==> config.mk <==
export PLATFORM = sky130hd
export DESIGN_NAME = ide_dma_seq
export DESIGN_NICKNAME = d
export VERILOG_FILES = /design/src/rtl/ide_dma_seq_pkg.sv /design/src/rtl/ide_dma_seq.sv
export SDC_FILE = /design/constraint.sdc
export NUM_CORES = 1
export LEC_CHECK = 0
export CAP_MARGIN = 20
export CORE_MARGIN = 5
export CORE_UTILIZATION = 45
export CTS_BUF_LIST = sky130_fd_sc_hd__clkbuf_4 sky130_fd_sc_hd__clkbuf_8 sky130_fd_sc_hd__clkbuf_16
export CTS_CLUSTER_DIAMETER = 100
export DETAILED_ROUTE_END_ITERATION = 7
export PLACE_DENSITY_LB_ADDON = 0.2
export SLEW_MARGIN = 40
export SYNTH_ARGS = -nofsm -noshare
export SYNTH_HDL_FRONTEND = slang
export SYNTH_SLANG_ARGS = --single-unit
==> constraint.sdc <==
create_clock -name clk -period 4.5 [get_ports clk]
set_input_delay 0.9 -clock clk [delete_from_list [all_inputs] [get_ports clk]]
set_output_delay 0.9 -clock clk [all_outputs]
set_load 0.005 [all_outputs]
==> src/rtl/ide_dma_seq_pkg.sv <==
// Shared IDE DMA definitions: sequencer states and transfer geometry.
package ide_dma_seq_pkg;

    localparam int DATA_W     = 16;
    localparam int SECT_WORDS = 256;

    typedef enum logic [2:0] {
        IDLE,
        WAIT_DRQ,
        FETCH,
        ISSUE,
        WAIT_END,
        NEXT
    } state_t;

endpackage

==> src/rtl/ide_dma_seq.sv <==
// IDE DMA sequencer: walks sectors word by word, handing each word to the
// IDE cycle engine and moving data between the drive bus and memory.
module ide_dma_seq
    import ide_dma_seq_pkg::*;
(
    input  logic              clk,
    input  logic              reset,
    input  logic              start,
    input  logic              rnw,
    input  logic [7:0]        num_sect,
    input  logic              abort,
    input  logic              drq,
    output logic              busy,
    output logic              done,
    output logic              aborted,
    output logic              dma_req,
    output logic              dma_rnw,
    output logic [DATA_W-1:0] dma_out,
    input  logic [DATA_W-1:0] ide_in,
    input  logic              rdy,
    input  logic              rdy_stb,
    output logic [DATA_W-1:0] mem_wdata,
    output logic              mem_we,
    input  logic [DATA_W-1:0] mem_rdata,
    input  logic              mem_rvalid,
    output logic              mem_rready
);

    state_t      state, state_next;
    logic        rnw_q;
    logic [7:0]  word_cnt;
    logic [8:0]  sect_left;
    logic        done_q, aborted_q;
    logic        start_acc, fetch_hs, word_wrap, finish, finish_abort;

    // The engine's idle flag is implied by the strobe handshake; kept for the port contract.
    logic unused_rdy;
    assign unused_rdy = rdy;

    always_ff @(posedge clk) begin
        if (reset) state <= IDLE;
        else       state <= state_next;
    end

    always_comb begin
        state_next   = state;
        start_acc    = 1'b0;
        fetch_hs     = 1'b0;
        finish       = 1'b0;
        finish_abort = 1'b0;
        mem_rready   = 1'b0;
        dma_req      = 1'b0;
        word_wrap    = (word_cnt == 8'(SECT_WORDS - 1));
        case (state)
            IDLE: begin
                // Holding off during the done cycle keeps done/aborted clear of an accepted start.
                if (start && !done_q) begin
                    start_acc  = 1'b1;
                    state_next = WAIT_DRQ;
                end
            end
            WAIT_DRQ: begin
                if (abort) begin
                    finish       = 1'b1;
                    finish_abort = 1'b1;
                    state_next   = IDLE;
                end else if (drq) begin
                    state_next = rnw_q ? ISSUE : FETCH;
                end
            end
            FETCH: begin
                if (abort) begin
                    finish       = 1'b1;
                    finish_abort = 1'b1;
                    state_next   = IDLE;
                end else begin
                    mem_rready = 1'b1;
                    if (mem_rvalid) begin
                        fetch_hs   = 1'b1;
                        state_next = ISSUE;
                    end
                end
            end
            ISSUE: begin
                dma_req    = 1'b1;
                state_next = WAIT_END;
            end
            WAIT_END: begin
                dma_req = 1'b1;
                if (rdy_stb) state_next = NEXT;
            end
            NEXT: begin
                if (abort) begin
                    finish       = 1'b1;
                    finish_abort = 1'b1;
                    state_next   = IDLE;
                end else if (word_wrap) begin
                    if (sect_left == 9'd1) begin
                        finish     = 1'b1;
                        state_next = IDLE;
                    end else begin
                        state_next = WAIT_DRQ;
                    end
                end else begin
                    state_next = rnw_q ? ISSUE : FETCH;
                end
            end
            default: state_next = IDLE;
        endcase
    end

    assign busy    = (state != IDLE);
    assign done    = done_q;
    assign aborted = aborted_q && !start_acc;
    assign dma_rnw = dma_req && rnw_q;

    always_ff @(posedge clk) begin
        if (reset) begin
            rnw_q     <= 1'b0;
            word_cnt  <= '0;
            sect_left <= '0;
            done_q    <= 1'b0;
            aborted_q <= 1'b0;
            mem_we    <= 1'b0;
            dma_out   <= '0;
            mem_wdata <= '0;
        end else begin
            done_q <= finish;
            mem_we <= 1'b0;
            if (start_acc) begin
                rnw_q     <= rnw;
                word_cnt  <= '0;
                sect_left <= (num_sect == 8'd0) ? 9'd256 : {1'b0, num_sect};
                aborted_q <= 1'b0;
            end
            if (finish_abort) aborted_q <= 1'b1;
            if (fetch_hs) dma_out <= mem_rdata;
            if (state == WAIT_END && rdy_stb && rnw_q) begin
                mem_wdata <= ide_in;
                mem_we    <= 1'b1;
            end
            if (state == NEXT) begin
                word_cnt <= word_cnt + 8'd1;
                if (word_wrap && !abort) sect_left <= sect_left - 9'd1;
            end
        end
    end

endmodule

==> results of run 1 <==
## power groups by stage
| stage | clock network, mW | registers (mW) | logic [mW] |
|---|---|---|---|
| after global routing | 0.297 | 0.525 | 0.146 |
| after CTS | 0.275 | 0.523 | 0.133 |
| after floorplan | 0 | 0.527 | 0.0712 |
| after global placement | 0 | 0.534 | 0.130 |
| after detailed placement | 0 | 0.534 | 0.132 |
| final | 0.267 | 0.523 | 0.133 |
## cells in the mapped netlist, types with 2 or more instances
cell type | instances | area share
a21oi_1 | 45 | 0.092
a221oi_1 | 2 | 0.0072
a31oi_1 | 7 | 0.018
a41oi_1 | 2 | 0.0072
and2_1 | 5 | 0.013
and3_1 | 2 | 0.0051
and4_1 | 2 | 0.0072
buf_2 | 3 | 0.0061
clkbuf_1 | 14 | 0.021
dfxtp_1 | 56 | 0.46
ha_1 | 3 | 0.015
inv_1 | 5 | 0.0077
mux2_1 | 2 | 0.0092
nand2_1 | 82 | 0.13
nand3_1 | 6 | 0.012
nand3b_1 | 2 | 0.0061
nand4_1 | 6 | 0.015
nor2_1 | 14 | 0.021
nor2b_1 | 3 | 0.0077
nor3_1 | 2 | 0.0041
nor4_1 | 3 | 0.0077
o211ai_1 | 6 | 0.018
o21a_1 | 2 | 0.0061
o21ai_0 | 2 | 0.0041
o21ai_1 | 8 | 0.016
or3_1 | 6 | 0.015
or4_1 | 2 | 0.0061
## worst max-delay path: cells and delay by family
family | cells | cell delay [ns]
buffers and inverters | 3 | 0.98
AND/OR/NAND/NOR | 3 | 0.69
## logic make-up after synthesis
group | share of synthesized area
AND/OR/NAND/NOR | 0.2790
AO/OA/AOI/OAI | 0.1937
flip-flops | 0.4578
buffers and inverters | 0.04139
adder cells (fa/ha/maj) | 0.01533
multiplexers | 0.009197
XOR/XNOR | 0.003578
## final cells by class
cell class | count | area (um2) | area share
clock buffer | 5 | 68.82 | 0.02022
clock inverter | 3 | 18.77 | 0.005515
inverter | 6 | 22.52 | 0.006618
multi-input combinational | 230 | 1226 | 0.3603
sequential | 56 | 1121 | 0.3294
tap | 70 | 87.58 | 0.02574
timing repair buffer | 86 | 858.3 | 0.2522
## worst max-delay path by stage
stage,startpoint,to,slack (ns),cells after the start
floorplan,start,aborted,2.07,5
global placement,start,aborted,1.02,6
detailed placement,start,aborted,1.01,6
CTS,start,aborted,1.00,6
global route,start,aborted,0.89,6
finish,start,aborted,1.03,6
## state kept, by name, indices dropped and copies added, names as in the netlist
register and cells:
sect_left 9, mem_wdata 16, done 1, mem_we 1
rnw_q 1, dma_out 16, state 3, word_cnt 8
aborted_q 1
## per-layer routing
| metal | track usage | wire length (um) |
|---|---|---|
| met2 | 0.2950 | 2836 |
| met1 | 0.2298 | 2835 |
| met5 | 0 | 0 |
| met3 | 0.05035 | 437 |
| met4 | 0.03947 | 53 |
==> impl_metrics.tcl, run 1 <==
set metrics [dict create \
    cp_data_required_time_ns 3.60 \
    max_stage_delay_ns 0.49 \
    portBuffers 86 \
    wirelength_mm 6.163 \
    drc 0 \
    synthesis.nets 363 \
    final_common_cell "clkdlybuf4s50_1" \
    place_congestion 0.8363 \
    setup_viol 0 \
    vias 2425 \
    layout_common_cells "85 x clkdlybuf4s50_1, 82 x nand2_1, 56 x dfxtp_1, 45 x a21oi_1, 14 x nor2_1" \
    coreArea_um2 5205 \
    seq_area_frac_synth 0.4578 \
    worstSetupStartpointType "input port" \
    num_rows 26 \
    grt_max_degree 54 \
    clkTransAtPathRegs_ns 0.09 \
    worstMarginPinSlew_ns 0.7169 \
    power.internal_mw 0.6871 \
    hpwl_mm 4.505 \
    post-route-period-util 0.7713 \
    clk_latency_ns 0.31 \
    cts-htree-levels 2 \
    dp_slack_ns 1.011 \
    min_from "dma_out[11]$_SDFFE_PP0P_" \
    start_util 0.4704 \
    yosysWarnings 0 \
    drive_gt1_frac 0.03886 \
    fin_cells 456 \
    fp.dieW_um 83.77 \
    grt_overflow 0 \
    wl_per_cell_um 13.52 \
    ys_ff_latch 56 \
    fp.dieArea_um2 7017 \
    diodes 0 \
    antenna_found_initial 0 \
    power_density_nw_per_um2 271.1 \
    cts_tree "built" \
    netSwitchingPower_mw 0.2354 \
    fin_tns_setup_ns 0 \
    r2r_start "word_cnt[0]$_SDFFE_PP0P_" \
    min_to "dma_out[11]$_SDFFE_PP0P_" \
    area_delta_synth_final_pct 38.99 \
    cts_setup_buffers 0 \
    seqPwrFrac 0.567 \
    synthArstFlopShare 0 \
    worst_slack_ns 1.029 \
    syn_avg_cell_area_um2 7.873 \
    clockBufferDepth 2 \
    max_clock_freq_mhz 288.1 \
    synthCells 311 \
    critical-path-slowest-cell "clkdlybuf4s50_1" \
    synth_edf_count 0 \
    firstDrtPassIters 4 \
    pwr-share-comb 0.144 \
    p_sw_frac 0.2552 \
    grt_usage 0.1779 \
    synth_area_um2 2449 \
    cts_root_buffer "clkbuf_8" \
    status "completed" \
    placed_cell_area_um2 3316 \
    p_clk_frac 0.289 \
    min_period_ns 3.471 \
    stdcell_area_um2 3403 \
    cp_cell_sequence "clkdlybuf4s50_1 > nor2b_1 > nand2_1 > nand2_1 > inv_1 > clkdlybuf4s50_1" \
    ir_drop_mv 0.1550 \
    io_pins 88 \
    num-nets-final 437 \
    power_mw 0.9226 \
    rrSetupSlack_ns 2.45 \
    holdPathStages 2 \
    crit_type "input port to output pin" \
    cts.sinks 56 \
    fin_hold_ws_ns 0.4568 \
    cts_resized 0 \
    drt_iter0_markers 107 \
    avgViaCountPerCell 5.318 \
    worst_slew_margin_rel 0.5206 \
    ys.flop_type "dfxtp_1" \
    hp-class "register to register" \
    final_core_util 0.6538 \
    dpl.cell_count 448 \
    rr_endpoint "sect_left[7]$_SDFF_PP0_" \
    ys_types 46 \
    r2r.worst_path.cells 5 \
    postRouteAntennaNets 0 \
    drv_slew 0 \
    final_hold_viol_count 0 \
    clock_skew_ns 0.01090 \
    maxCapViolCount 0 \
    nFillCells 474 \
    p_leak_nw 1.144 \
    end_kind "output pin" \
    rsz0062_at_grt "false" \
    grt_pass1_wl_mm 10.58 \
    ctsHoldBuffers 0 \
    first_global_vias 2297 \
    chipHeight_um 83.77 \
    crit_fanout 11 \
    cts_buffers 5 \
    cp.arrival_ns 2.57 \
]
(Power assumes the default switching activity.)
==> run 2: changes to the inputs <==
--- a/config.mk
+++ b/config.mk
@@ -7,7 +7,7 @@
 export LEC_CHECK = 0
 export CAP_MARGIN = 20
 export CORE_MARGIN = 5
-export CORE_UTILIZATION = 45
+export CORE_UTILIZATION = 40
 export CTS_BUF_LIST = sky130_fd_sc_hd__clkbuf_4 sky130_fd_sc_hd__clkbuf_8 sky130_fd_sc_hd__clkbuf_16
 export CTS_CLUSTER_DIAMETER = 100
 export DETAILED_ROUTE_END_ITERATION = 7
==> constraint.sdc (replaced) <==
create_clock -name clk -period 2.9 [get_ports clk]
set_input_delay 0.58 -clock clk [delete_from_list [all_inputs] [get_ports clk]]
set_output_delay 0.58 -clock clk [all_outputs]
set_load 0.005 [all_outputs]
==> impl_metrics.tcl, run 2 (same netlist as run 1, synthesis figures left out) <==
set metrics [dict create \
    wirelength_mm 6.439 \
    final_hold_viol_count 0 \
    rsz0062_at_grt "false" \
    wl_per_cell_um 13.82 \
    chipHeight_um 88.24 \
    grt_overflow 0 \
    end_kind "output pin" \
    fp.dieArea_um2 7786 \
    diodes 0 \
    status "completed" \
    p_leak_nw 1.166 \
    cts-htree-levels 2 \
    drc 0 \
    num_rows 28 \
    nFillCells 531 \
    grt_pass1_wl_mm 10.57 \
    firstDrtPassIters 4 \
    hp-class "register to register" \
    min_period_ns 2.601 \
    ctsHoldBuffers 0 \
    antenna_found_initial 0 \
    cts_buffers 5 \
    cts.sinks 56 \
    final_core_util 0.5835 \
    coreArea_um2 5921 \
    area_delta_synth_final_pct 41.08 \
    io_pins 88 \
    first_global_vias 2226 \
    place_congestion 0.8488 \
    clk_latency_ns 0.31 \
    layout_common_cells "85 x clkdlybuf4s50_1, 82 x nand2_1, 56 x dfxtp_1, 45 x a21oi_1, 14 x nor2_1" \
    stdcell_area_um2 3455 \
    grt_max_degree 20 \
    post-route-period-util 0.8968 \
    power_density_nw_per_um2 426.3 \
    max_clock_freq_mhz 384.5 \
    cp.arrival_ns 2.02 \
    multi_input_area_um2 1226 \
    fin_tns_setup_ns 0 \
    power_mw 1.473 \
    avgViaCountPerCell 5.165 \
    cts_tree "built" \
    drive_gt1_frac 0.05115 \
    worstMarginPinSlew_ns 0.5681 \
    grt_usage 0.1684 \
    worst_slew_margin_rel 0.6213 \
    drv_slew 0 \
    clock_skew_ns 0.005610 \
    reg.largest.list "dma_out (16), mem_wdata (16), sect_left (9)" \
    worstSetupStartpointType "input port" \
    drt_iter0_markers 146 \
    final_common_cell "clkdlybuf4s50_1" \
    seqCellArea_um2 1121 \
    portBuffers 86 \
    start_util 0.4136 \
    cp_data_required_time_ns 2.32 \
    vias 2407 \
    fin_hold_ws_ns 0.4576 \
    cts_resized 0 \
    placed_cell_area_um2 3357 \
    num-nets-final 442 \
    fp.dieW_um 88.24 \
    ir_drop_mv 0.3159 \
    setup_viol 0 \
    crit_fanout 4 \
    clkTransAtPathRegs_ns 0.10 \
    hpwl_mm 4.693 \
    maxCapViolCount 0 \
    clockBufferDepth 2 \
    cts_root_buffer "clkbuf_8" \
    postRouteAntennaNets 0 \
    crit_type "input port to output pin" \
    cts_setup_buffers 0 \
]
-- run 2: cell count changes in the layout (fill, tap and decap cells not counted) --
| cell | change |
|---|---|
| buf_2 | +1 |
| clkinv_2 | -2 |
| clkinv_4 | -1 |
| buf_4 | +4 |
| clkbuf_8 | +1 |
| clkinvlp_4 | +1 |
| clkbuf_4 | +1 |
-- run 2: routing by layer --
metal,up-vias,routed length (um),GRT usage
met5,-,0,0
met1,1094,2841,0.2212
li1,1241,-,-
met3,5,570,0.06238
met4,0,78,0.05082
met2,67,2949,0.2590
-- run 2: worst paths after layout --
| kind | slack (ns) | cells past startpoint | end | start |
|---|---|---|---|---|
| hold reg to reg | 0.46 | 2 | dma_out[2]$_SDFFE_PP0P_ | dma_out[2]$_SDFFE_PP0P_ |
| setup / recovery | 0.30 | 3 | mem_rready | abort |
| setup reg to reg | 0.83 | 5 | sect_left[7]$_SDFF_PP0_ | word_cnt[0]$_SDFFE_PP0P_ |
| hold / removal | 0.46 | 2 | dma_out[2]$_SDFFE_PP0P_ | dma_out[2]$_SDFFE_PP0P_ |
-- run 2: report_power, final --
group,switching (mW),total [mW],internal (mW)
Combinational,0.0960,0.211,0.115
Sequential,0.0247,0.812,0.787
Clock,0.246,0.450,0.204
Total,0.367,1.47,1.11
-- run 2: stage by stage --
stage / worst slack, ns / instances
2_1_floorplan: 1.045 / 311
3_3_place_gp: 0.3038 / 458
3_5_place_dp: 0.2671 / 458
4_1_cts: 0.2670 / 466
5_1_grt: 0.1721 / 466
6_report: 0.2993 / 466
-- run 2: critical path, stage by stage --
cell,delay (ns)
clkdlybuf4s50_1,0.44
nor4b_2,0.40
clkdlybuf4s50_1,0.60
-- run 2: area by class of cell --
cell class,count,share of cell area
Clock buffer,7,0.02608
Clock inverter,1,0.002173
Timing Repair Buffer,91,0.2586
Multi-Input combinational cell,230,0.3549
Inverter,6,0.006519
Tap cell,75,0.02716
Sequential cell,56,0.3245
==> run 3: changes to the inputs <==
--- a/config.mk
+++ b/config.mk
@@ -11,7 +11,9 @@
 export CTS_BUF_LIST = sky130_fd_sc_hd__clkbuf_4 sky130_fd_sc_hd__clkbuf_8 sky130_fd_sc_hd__clkbuf_16
 export CTS_CLUSTER_DIAMETER = 100
 export DETAILED_ROUTE_END_ITERATION = 7
+export MAX_ROUTING_LAYER = met4
 export PLACE_DENSITY_LB_ADDON = 0.2
+export SKIP_LAST_GASP = 1
 export SLEW_MARGIN = 40
 export SYNTH_ARGS = -nofsm -noshare
 export SYNTH_HDL_FRONTEND = slang
==> impl_metrics.tcl, run 3 (same netlist as run 1, synthesis figures left out) <==
set metrics [dict create \
    status "completed" \
    clock_skew_ns 0.006268 \
    end_kind "output pin" \
    final_common_cell "clkdlybuf4s50_1" \
    postRouteAntennaNets 0 \
    maxCapViolCount 0 \
    fp.dieW_um 88.24 \
    firstDrtPassIters 4 \
    area_delta_synth_final_pct 41.08 \
    final_hold_viol_count 0 \
    fp.dieArea_um2 7786 \
    max_clock_freq_mhz 384.2 \
    fin_tns_setup_ns 0 \
    portBuffers 86 \
    grt_pass1_wl_mm 10.58 \
    num_rows 28 \
    chipHeight_um 88.24 \
    clockBufferDepth 2 \
    cts_root_buffer "clkbuf_8" \
    worst_slew_margin_rel 0.6104 \
    first_global_vias 2218 \
    place_congestion 0.8622 \
    r2r.worst_path.cells 5 \
    cp_data_required_time_ns 2.32 \
    critical-path-slowest-cell "clkdlybuf4s50_1" \
    hp-class "register to register" \
    wirelength_mm 6.467 \
    cp_cell_sequence "clkdlybuf4s50_1 > nor4b_2 > clkdlybuf4s50_1" \
    coreArea_um2 5921 \
    wl_per_cell_um 13.88 \
    cts-htree-levels 2 \
    cts_buffers 5 \
    cts_tree "built" \
    fin_cells 466 \
    path_common_cell "clkdlybuf4s50_1" \
    cts.sinks 56 \
    clkTransAtPathRegs_ns 0.10 \
    avgViaCountPerCell 5.174 \
    reg.largest.list "dma_out (16), mem_wdata (16), sect_left (9)" \
    drive_gt1_frac 0.05115 \
    rsz0062_at_grt "false" \
    drc 0 \
    setup_viol 0 \
    ir_drop_mv 0.3158 \
    antenna_found_initial 0 \
    start_util 0.4136 \
    diodes 0 \
    power_mw 1.473 \
    grt_max_degree 20 \
    crit_fanout 4 \
    num-nets-final 442 \
    crit_type "input port to output pin" \
    grt_overflow 0 \
    clk_latency_ns 0.31 \
    power_density_nw_per_um2 426.5 \
    holdPathStages 2 \
    layout_common_cells "85 x clkdlybuf4s50_1, 82 x nand2_1, 56 x dfxtp_1, 45 x a21oi_1, 14 x nor2_1" \
    drt_iter0_markers 130 \
    cts_resized 0 \
    stdcell_area_um2 3455 \
    hpwl_mm 4.693 \
    worstSetupStartpointType "input port" \
    final_core_util 0.5835 \
    cp.arrival_ns 2.02 \
    ctsHoldBuffers 0 \
    post-route-period-util 0.8975 \
    dpl.cell_count 458 \
    drv_slew 0 \
    p_leak_nw 1.166 \
    grt_usage 0.1744 \
    io_pins 88 \
    placed_cell_area_um2 3357 \
    nFillCells 531 \
    vias 2411 \
    min_period_ns 2.603 \
    worstMarginPinSlew_ns 0.5843 \
    cts_setup_buffers 0 \
    max_stage_delay_ns 0.60 \
]
==> run 3: cell counts in the layout (fill, tap and decap cells not counted) <==
Identical to the previous run, type by type.
==> run 3: worst max-delay path: cells and delay by family <==
kind                   cells  cell delay, ns
buffers and inverters      2            1.04
and+or+nand+nor            1            0.40
==> run 3: through the flow <==
| stage | hold WS, ns | worst slack, ns |
|---|---|---|
| after detailed placement | 0.4475 | 0.2671 |
| after floorplan | 0.4400 | 1.045 |
| after global routing | 0.4858 | 0.1721 |
| after global placement | 0.4404 | 0.3038 |
| final | 0.4576 | 0.2971 |
| after CTS | 0.4614 | 0.2670 |
==> run 3: layout make-up <==
type,count,area (um2),share of cell area
repair buffers,91,893.4,0.2586
inverters,6,22.52,0.006519
flip-flops and latches,56,1121,0.3245
multi-input cells,230,1226,0.3549
well taps,75,93.84,0.02716
clock buffers,7,90.09,0.02608
clock inverters,1,7.507,0.002173
==> run 3: power breakdown <==
| group | internal [mW] | switching, mW |
|---|---|---|
| Combinational | 0.115 | 0.0959 |
| Sequential | 0.787 | 0.0250 |
| Clock | 0.204 | 0.247 |
| Total | 1.11 | 0.367 |
==> run 3: routing by layer <==
metal  up-vias  share of wire  global-route usage
li1       1244              -                   -
met1      1100           0.46              0.2309
met2        62           0.46              0.2570
met3         5          0.077             0.05307
met4         0          0.012             0.05082
met5         -              0                   -
==> run 3: worst paths after layout <==
check	slack, ns	start	endpoint
worst max-delay path	0.30	abort	mem_rready
worst min-delay path	0.46	dma_out[2]$_SDFFE_PP0P_	dma_out[2]$_SDFFE_PP0P_
worst max register to register	0.84	word_cnt[0]$_SDFFE_PP0P_	sect_left[7]$_SDFF_PP0_
worst min register to register	0.46	dma_out[2]$_SDFFE_PP0P_	dma_out[2]$_SDFFE_PP0P_
